**src/rtl/div_frac_seq_if.sv**
```systemverilog
// ============================================================================
//  Module      : div_frac_seq_if
//  Description : Start/done handshake and result bundle for div_frac_seq.
//                The rem signal exists only when DIV_REMAINDER_OUT_EN is
//                defined.
//  Revision    : 1.0  initial release
// ============================================================================
`default_nettype none

interface div_frac_seq_if #(
   parameter int FRAC_STAGES = 1,
   parameter int W           = 10
) ();

   logic                     start;
   logic [W-1:0]             n;
   logic [W-1:0]             d;
   logic                     busy;
   logic                     done;
   logic                     dz;
   logic [W-1:0]             q;
   logic [W*FRAC_STAGES-1:0] frac;
`ifdef DIV_REMAINDER_OUT_EN
   logic [W-1:0]             rem;
`endif

   // Requester side: drives the operands, observes status and results
   modport master (
      output start, n, d,
      input  busy, done, dz, q, frac
`ifdef DIV_REMAINDER_OUT_EN
      , input rem
`endif
   );

   // Divider side
   modport slave (
      input  start, n, d,
      output busy, done, dz, q, frac
`ifdef DIV_REMAINDER_OUT_EN
      , output rem
`endif
   );

endinterface : div_frac_seq_if

`default_nettype wire

```
**src/rtl/div_frac_seq.sv**
```systemverilog
// ============================================================================
//  Module      : div_frac_seq
//  Description : Bit-serial 10-bit unsigned divider. Computes the integer
//                quotient n/d (one restoring step per cycle), then
//                FRAC_STAGES groups of three decimal fraction digits, each
//                obtained by scaling the remainder by 1000 and dividing again.
//                Optional feature macro: DIV_REMAINDER_OUT_EN adds the final
//                remainder output (rem) on the interface.
//  Revision    : 1.0  initial release
// ============================================================================
`default_nettype none

module div_frac_seq #(
   parameter int FRAC_STAGES = 1,
   parameter int W           = 10
) (
   input  wire logic     clk,
   input  wire logic     rst_n,
   div_frac_seq_if.slave bus
);

   localparam int              c_FW       = W * FRAC_STAGES;
   localparam int              c_CW       = $clog2(W);
   localparam logic [c_CW-1:0] c_CNT_TOP  = c_CW'(W - 1);
   localparam logic [2:0]      c_LAST_K   = 3'(FRAC_STAGES - 1);
   localparam logic [2*W-1:0]  c_SCALE    = (2*W)'(1000);

   typedef enum logic [2:0] {
      S_IDLE = 3'd0,
      S_INT  = 3'd1,
      S_MUL  = 3'd2,
      S_FRAC = 3'd3,
      S_DONE = 3'd4
   } state_t;

   state_t          r_state;
   logic [W-1:0]    r_n;        // dividend, shifted left one bit per INT step
   logic [W-1:0]    r_d;
   logic [2*W-1:0]  r_r;        // running partial remainder
   logic [c_CW-1:0] r_cnt;
   logic [2:0]      r_k;        // fraction group index
   logic            r_busy;
   logic            r_done;
   logic            r_dz;
   logic [W-1:0]    r_q;
   logic [c_FW-1:0] r_frac;

   logic [2*W-1:0]  w_d_ext;
   logic [2*W-1:0]  w_t;
   logic            w_t_ge;
   logic [2*W-1:0]  w_d_sh;
   logic            w_f_ge;
   logic [2*W-1:0]  w_mul;

   // Datapath for one restoring step in INT (shift in next dividend bit)
   // and FRAC (compare against the divisor aligned to the current bit).
   // The FRAC quotient never exceeds 999, so d<<cnt always fits in 2*W bits.
   always_comb begin
      w_d_ext = {{W{1'b0}}, r_d};
      w_t     = {r_r[2*W-2:0], r_n[W-1]};
      w_t_ge  = (w_t >= w_d_ext);
      w_d_sh  = w_d_ext << r_cnt;
      w_f_ge  = (r_r >= w_d_sh);
      w_mul   = r_r * c_SCALE;
   end

   // Control FSM and result registers; q and frac fill MSB first by shifting
   always_ff @(posedge clk or negedge rst_n) begin
      if (!rst_n) begin
         r_state <= S_IDLE;
         r_n     <= '0;
         r_d     <= '0;
         r_r     <= '0;
         r_cnt   <= '0;
         r_k     <= '0;
         r_busy  <= 1'b0;
         r_done  <= 1'b0;
         r_dz    <= 1'b0;
         r_q     <= '0;
         r_frac  <= '0;
      end else begin
         r_done <= 1'b0;
         case (r_state)
            S_IDLE: begin
               if (bus.start) begin
                  r_n    <= bus.n;
                  r_d    <= bus.d;
                  r_q    <= '0;
                  r_frac <= '0;
                  r_r    <= '0;
                  r_cnt  <= c_CNT_TOP;
                  r_k    <= '0;
                  if (bus.d == '0) begin
                     r_dz    <= 1'b1;
                     r_state <= S_DONE;
                  end else begin
                     r_dz    <= 1'b0;
                     r_busy  <= 1'b1;
                     r_state <= S_INT;
                  end
               end
            end

            S_INT: begin
               r_r <= w_t_ge ? (w_t - w_d_ext) : w_t;
               r_q <= {r_q[W-2:0], w_t_ge};
               r_n <= {r_n[W-2:0], 1'b0};
               if (r_cnt == '0) begin
                  r_state <= S_MUL;
               end else begin
                  r_cnt <= r_cnt - 1'b1;
               end
            end

            S_MUL: begin
               // r < d <= 1023, so r*1000 stays below 2^20
               r_r     <= w_mul;
               r_cnt   <= c_CNT_TOP;
               r_state <= S_FRAC;
            end

            S_FRAC: begin
               r_r    <= w_f_ge ? (r_r - w_d_sh) : r_r;
               r_frac <= {r_frac[c_FW-2:0], w_f_ge};
               if (r_cnt == '0) begin
                  if (r_k == c_LAST_K) begin
                     r_busy  <= 1'b0;
                     r_state <= S_DONE;
                  end else begin
                     r_k     <= r_k + 3'd1;
                     r_state <= S_MUL;
                  end
               end else begin
                  r_cnt <= r_cnt - 1'b1;
               end
            end

            S_DONE: begin
               r_done  <= 1'b1;
               r_state <= S_IDLE;
            end

            default: begin
               r_state <= S_IDLE;
            end
         endcase
      end
   end

   assign bus.busy = r_busy;
   assign bus.done = r_done;
   assign bus.dz   = r_dz;
   assign bus.q    = r_q;
   assign bus.frac = r_frac;

`ifdef DIV_REMAINDER_OUT_EN
   // The remainder register is untouched between DONE and the next accept
   // and is cleared on accept, so it already holds and reads 0 for dz.
   assign bus.rem  = r_r[W-1:0];
`endif

endmodule : div_frac_seq

`default_nettype wire
```
**src/flat_wrapper.sv**
```systemverilog
// flat-port wrapper written by rule: the top's interface ports become plain ports
module div_frac_seq_flat 
#(
   parameter int FRAC_STAGES = 1,
   parameter int W           = 10
)
  (clk, rst_n, bus_start, bus_n, bus_d, bus_busy, bus_done, bus_dz, bus_q, bus_frac);
  div_frac_seq_if #(.FRAC_STAGES(FRAC_STAGES), .W(W)) bus_i ();
  input  wire logic clk;
  input  wire logic rst_n;
  input wire logic [$bits(bus_i.start)-1:0] bus_start;
  input wire logic [$bits(bus_i.n)-1:0] bus_n;
  input wire logic [$bits(bus_i.d)-1:0] bus_d;
  output wire logic [$bits(bus_i.busy)-1:0] bus_busy;
  output wire logic [$bits(bus_i.done)-1:0] bus_done;
  output wire logic [$bits(bus_i.dz)-1:0] bus_dz;
  output wire logic [$bits(bus_i.q)-1:0] bus_q;
  output wire logic [$bits(bus_i.frac)-1:0] bus_frac;
  assign bus_i.start = bus_start;
  assign bus_i.n = bus_n;
  assign bus_i.d = bus_d;
  assign bus_busy = bus_i.busy;
  assign bus_done = bus_i.done;
  assign bus_dz = bus_i.dz;
  assign bus_q = bus_i.q;
  assign bus_frac = bus_i.frac;
  div_frac_seq #(.FRAC_STAGES(FRAC_STAGES), .W(W)) u_core (.clk(clk), .rst_n(rst_n), .bus(bus_i));
endmodule
```
**config.mk**
```make
export PLATFORM = sky130hd
export DESIGN_NAME = div_frac_seq_flat
export DESIGN_NICKNAME = d
export VERILOG_FILES = /design/src/rtl/div_frac_seq_if.sv /design/src/rtl/div_frac_seq.sv /design/src/flat_wrapper.sv
export SDC_FILE = /design/constraint.sdc
export NUM_CORES = 1
export LEC_CHECK = 0
export CAP_MARGIN = 5
export CORE_MARGIN = 2
export CORE_UTILIZATION = 65
export CTS_CLUSTER_SIZE = 40
export DETAILED_ROUTE_END_ITERATION = 16
export GPL_TIMING_DRIVEN = 0
export HOLD_SLACK_MARGIN = 0.15
export PLACE_DENSITY = 0.86
export SYNTH_ARGS = -nofsm -noshare
export SYNTH_HDL_FRONTEND = slang
export SYNTH_SLANG_ARGS = --single-unit
```
**constraint.sdc**
```tcl
create_clock -name clk -period 7.4 [get_ports clk]
set_input_delay 0.74 -clock clk [delete_from_list [all_inputs] [get_ports clk]]
set_output_delay 0.74 -clock clk [all_outputs]
set_load 0.05 [all_outputs]
```
; ---- Word-level counts from Yosys, hierarchy flattened
; Index checks and enable logic that the tools add are counted.
[word_totals]
ff_bits = 73
in_bits = 23
elab_cells = 77
[op_classes]
n_addsub = 4
n_mul = 1
order_cmp = 2
n_eq_ne = 12
n_shift = 1
n_mux = 29
reduce_logical = 17
[ops]
columns = cell, n
row1 = 20-bit one-hot mux with 4 select lines, 1
row2 = 20-bit two-way mux, 3
row3 = 10-bit one-hot mux with 2 select lines, 3
row4 = 3-bit two-way mux, 8
row5 = 20-bit by 10-bit greater-or-equal comparator with 1-bit output, 1
row6 = 20-bit greater-or-equal comparator, 1
row7 = 20-bit by 7-bit multiplier with 17-bit output (second input constant), 1
row8 = 10-bit two-way mux, 2
row9 = 10-bit by 4-bit left shift with 20-bit output, 1
row10 = 20-bit by 10-bit subtractor with 20-bit output, 1
row11 = 20-bit subtractor, 1
row12 = 3-bit one-hot mux with 4 select lines, 1
row13 = 4-bit one-hot mux with 3 select lines, 1
row14 = 10-bit zero test, 1
row15 = 3-bit AND reduction, 3
row16 = 4-bit two-way mux, 2
row17 = 2-bit by 1-bit != test with 1-bit output (second input constant), 4
row18 = 2-bit != test (second input constant), 4
row19 = 3-bit by 2-bit equality test with 1-bit output (second input constant), 2
row20 = 3-bit zero test, 2
row21 = 1-bit two-way mux, 6
row22 = 3-bit one-hot mux with 2 select lines, 1
row23 = 2-bit AND reduction, 3
row24 = 5-bit AND reduction, 1
row25 = 11 further kinds, 12

; ---- Longest topological paths before layout
[logic_depth]
ltp_word = 4
mapped_depth = 19
depth_no_buf = 18

; ---- Worst setup path after synthesis
; Ideal clock, no wire load.
[synth_timing]
path_kind = flip-flop to flip-flop
start = reg u_core.r_r[5]
end = reg u_core.r_r[19]
arrival_time_ps = 4395
required_ps = 7263
setup_slack_ps = 2868
path_stages_with_launch = 16
n_path_buf = 0
period_less_slack_ps = 4532
path_cell_list = dfrtp_1 inv_1 fa_1 fa_1 fa_1 fa_1 inv_1 ha_1 a21oi_1 o21ai_0 a211oi_1 a21oi_1 a211oi_1 xnor2_1 a222oi_1 o31ai_1
[synth_between]
elab_chain_cells = 3
elab_cells_between_ends = 10
cone_classes = 2 x add/sub / 1 x mul / 2 x order compare / 1 x eq/ne / 3 x mux / 1 x reduce/logical
[synth_lines]
columns = element, line_no
row1 = "start, declared", div_frac_seq.sv:39  ; logic [2*W-1:0] r_r;
row2 = "start signal, assigned", div_frac_seq.sv:105  ; r_r <= w_t_ge ? (w_t - w_d_ext) : w_t;
row3 = "start signal, assigned", div_frac_seq.sv:117  ; r_r <= w_mul;
row4 = "start signal, assigned", div_frac_seq.sv:123  ; r_r <= w_f_ge ? (r_r - w_d_sh) : r_r;
row5 = "parallel branches: the longest is 3 deep, another holds 20-bit by 7-bit multiplier with 17-bit output", n/a
; Several ways; the timed one is not identified. The select of a mux whose other input is x is not followed.
; A chain may end at the register's enable or synchronous reset.

; ---- Worst setup path in the final report
[layout_timing]
start = reg u_core.r_r[3]
end = reg u_core.r_r[19]
; The elaborated chain is that of the path after synthesis.

==> PnR_summary.wiki <==
{| class="wikitable"
! Metric !! Value
|-
| Result of the run || completed
|-
| Initial DRC count || 577
|-
| Dpl hpwl || 16000 um
|-
| I/O pin count || 46
|-
| Routed wire length || 20800 um
|-
| Final worst path period need || 5370 ps
|-
| Routed wirelength normalized by instance count || 19.6 um
|-
| Min-Delay Endpoint || u_core.bus.dz
|-
| Worst hold stages || 2
|-
| CTS tree || done
|-
| Post-synthesis register bit count || 73
|-
| Combined area of the multi-input logic cells || 0.00505 mm^2
|-
| Initial Utilization || 67.4%
|-
| Post-synthesis to final-layout area growth || 13.2%
|-
| Buffers inserted by post-CTS timing repair || 0
|-
| Count of synthesis-stage warnings from yosys || 0
|-
| Busiest metal layer after global routing || met2
|-
| XOR/XNOR Fraction of Synth Area || 6.30%
|-
| Share of post-route cells with drive strength above 1 || 4.24%
|-
| Worst reg2reg path depth || 15
|-
| Critical Path End Type || flop
|-
| Slowest library cell on the worst path || fa_1
|-
| Source of the worst hold timing path || u_core.bus.dz
|-
| Standard cell core area || 0.0109 mm^2
|-
| Relative slew margins || 38.1%
|-
| Adder and majority cell fraction of the synthesized area || 24.2%
|-
| Simple-Gate Fraction of Synth Area || 15.4%
|-
| ANT cells || 0
|-
| Fraction of synthesis flops using an asynchronous set or reset pin || 100%
|-
| Endpoint required time on the critical path || 7600 ps
|-
| Post-synth EDFFs || 0
|-
| Clock latency reported for the late side of the worst-skew pair || 340 ps
|-
| Upper clock frequency limit || 186 MHz
|-
| Post-synthesis instance total || 859
|-
| Overall track demand over capacity in global routing || 34.9%
|-
| Critical path cell sequence || inv_1 > fa_1 > fa_1 > fa_1 > fa_1 > inv_1 > ha_1 > a21oi_1 > o21ai_0 > a211oi_1 > a21oi_1 > a211oi_1 > xnor2_1 > a222oi_1 > o31ai_1
|-
| Number of levels the H-tree was split into || 3
|-
| Total buffers and inverters traversed by the critical path || 2
|-
| Number of instances resized during post-cts repair || 0
|-
| 1st-pass router iterations || 5
|-
| WP data arrival || 5560 ps
|-
| Vertical die dimension || 110 um
|-
| Met2 usage in global routing || 61.2%
|-
| Site row count || 38
|-
| Commonest non-fill, non-tap cell in the layout || inv_1
|-
| Average size of a mapped cell || 8.58 um^2
|-
| Hold-fix buffer count after cts || 0
|-
| Prevailing post-synth register cell || dfrtp_1
|-
| Total of fill cells in the finished design || 795
|-
| RR Startpoint || u_core.r_r[3]
|-
| Clock tree skew after final layout || 4.76 ps
|-
| CTS Buf Count || 9
|-
| Number of buffers on the longest clock path || 2
|-
| DR vias/cell || 6.36
|-
| Dominant combinational cell family by area after synthesis || adder cells
|-
| Gate family responsible for the most delay along the worst path || adder cells
|-
| Critical Path Source Type || flop
|-
| Wire length of the first global-routing pass || 34500 um
|-
| Detailed-route via count || 6737
|-
| Most prevalent standard cell on the critical path || fa_1
|-
| Share of cell area taken by muxes after synthesis || 2.29%
|-
| RSZ-0062 raised after global routing || false
|-
| Post-synthesis sequential area ratio || 24.8%
|-
| Area fraction in compound gates after synthesis || 20.3%
|-
| Clock-pin slew on the worst setup and hold paths || 60 ps
|-
| Floorplan die width || 110 um
|-
| Hold WC Path Type || flop to flop
|-
| Number of different library cells in the post-synthesis netlist || 66
|-
| Storage element area || 0.00183 mm^2
|-
| Crit Reg-Reg Endpoint || u_core.r_r[19]
|-
| Critical Path Start || u_core.r_r[3]
|-
| Endpoints failing setup || 0
|-
| Reg2reg setup slack || 2030 ps
|-
| Number of max-cap violations || 0
|-
| # port buffers || 45
|-
| DRC || 0
|-
| Final-report hold violation count || 0
|-
| Post-synthesis net count || 998
|-
| Final sum of negative setup slack || 0 ps
|-
| Logic depth of the worst setup path including buffers || 15
|-
| Area of the mapped netlist || 0.00737 mm^2
|-
| Antenna-violating nets left || 0
|-
| Die Outline Area || 0.0122 mm^2
|-
| Category of the most critical setup path || flop to flop
|-
| Fin nets || 1054
|-
| Number of global-route vias before repair || 6937
|-
| Worst-margin pin slew || 929 ps
|-
| Critical Path Max Stage Delay || 600 ps
|-
| Clock Sink Count || 73
|-
| Met1 Usage GRT || 43.6%
|-
| Ratio of final minimum period to clock period || 72.5%
|-
| RePlAce Congestion || 0.952
|-
| Largest net degree at the start of global routing || 74
|-
| Met3 usage in global routing || 3.46%
|-
| Highest-count cells in the layout ignoring fill and taps || 96 x inv_1, 84 x nand2_1, 73 x dfrtp_1
|-
| Largest fanout on the critical path || 7
|-
| Total congestion overflow || 0
|-
| Number of antenna violations at the first check in global routing || 0
|-
| Max-slew violation total from the final report || 0
|-
| Clock Root Buffer || clkbuf_16
|}
## Yosys cell counts (all sizes together) (4+ instances only)
cell	count	share of area, %
o21a	6	0.61
a222oi	4	0.54
ha	72	12
nand2	85	4.4
fa	44	12
a22o	22	2.6
o22ai	15	1.4
nand4	4	0.34
o21ai	71	4.9
mux2	5	0.76
inv	96	4.9
nand3	19	1.3
mux2i	9	1.2
a211oi	9	0.92
a31oi	10	0.85
nand2b	13	1.1
clkbuf	25	1.3
and2	5	0.42
dfrtp	73	25
a21oi	52	3.5
nor2b	12	1.0
or3	8	0.75
nor2	62	3.2
nor4	6	0.59
nor3	14	1.0
a21o	9	0.92
xnor2	36	4.3
xor2	17	2.0
o31ai	5	0.58
buf	7	0.54
a22oi	7	0.71
## sequential cells by signal, indices dropped and copies added, names as in the netlist
name             flops
u_core.bus.busy      1
u_core.bus.dz        1
u_core.bus.q        10
u_core.r_cnt         4
u_core.bus.frac     10
u_core.bus.done      1
u_core.r_k           3
u_core.r_r          20
u_core.r_n          10
u_core.r_d          10
u_core.r_state       3
## worst register-to-register path, cell delays in order, from the launching register on
cell and delay, ps:
dfrtp_1 540, inv_1 220, fa_1 600, fa_1 450
fa_1 500, fa_1 530, inv_1 50, ha_1 340
a21oi_1 350, o21ai_0 160, a211oi_1 320, a21oi_1 120
a211oi_1 370, xnor2_1 170, a222oi_1 370, o31ai_1 130
## layout make-up
class | count | area share (%)
clock inverters | 6 | 1.38
clock buffers | 10 | 2.74
multi-input cells | 658 | 60.6
flip-flops and latches | 73 | 21.9
repair buffers | 45 | 5.37
well taps | 140 | 2.10
inverters | 96 | 4.32
plain buffers | 32 | 1.62
## cells by family after synthesis
group | count (synthesis)
buffers and inverters | 128
and+or+nand+nor | 241
AOI/OAI and AO/OA | 233
xor gates and xnor gates | 53
DFF | 73
muxes | 15
adders and majority gates | 116
## stage by stage
stage                     std cells  setup WS [ps]  hold slack, ps  area, um^2  util (%)
after floorplan                 859           2870             444        7370         -
after detailed placement       1044           2120             481        7990      73.1
after global placement         1044           2320             477        8000      73.1
after global routing           1060           1770             520        8340      76.3
after CTS                      1060           2090             496        8340      76.2
final                          1060           2030             495        8340      76.3
## how the worst max path moves through the flow
stage          slack (ps)        endpoint
4_1_cts              2090  u_core.r_r[19]
3_5_place_dp         2120  u_core.r_r[19]
5_1_grt              1770  u_core.r_r[19]
2_1_floorplan        2870  u_core.r_r[19]
6_report             2030  u_core.r_r[19]
3_3_place_gp         2320  u_core.r_r[19]
## routing by layer
| metal | part of all wire, % | routed length (um) |
|---|---|---|
| met5 | 0 | 0 |
| met4 | 4.2 | 882 |
| met3 | 7.3 | 1520 |
| met2 | 49 | 10300 |
| met1 | 39 | 8100 |
Power is not shown: default switching activity piles up to over one toggle a cycle in this logic, so the estimate is an artifact.
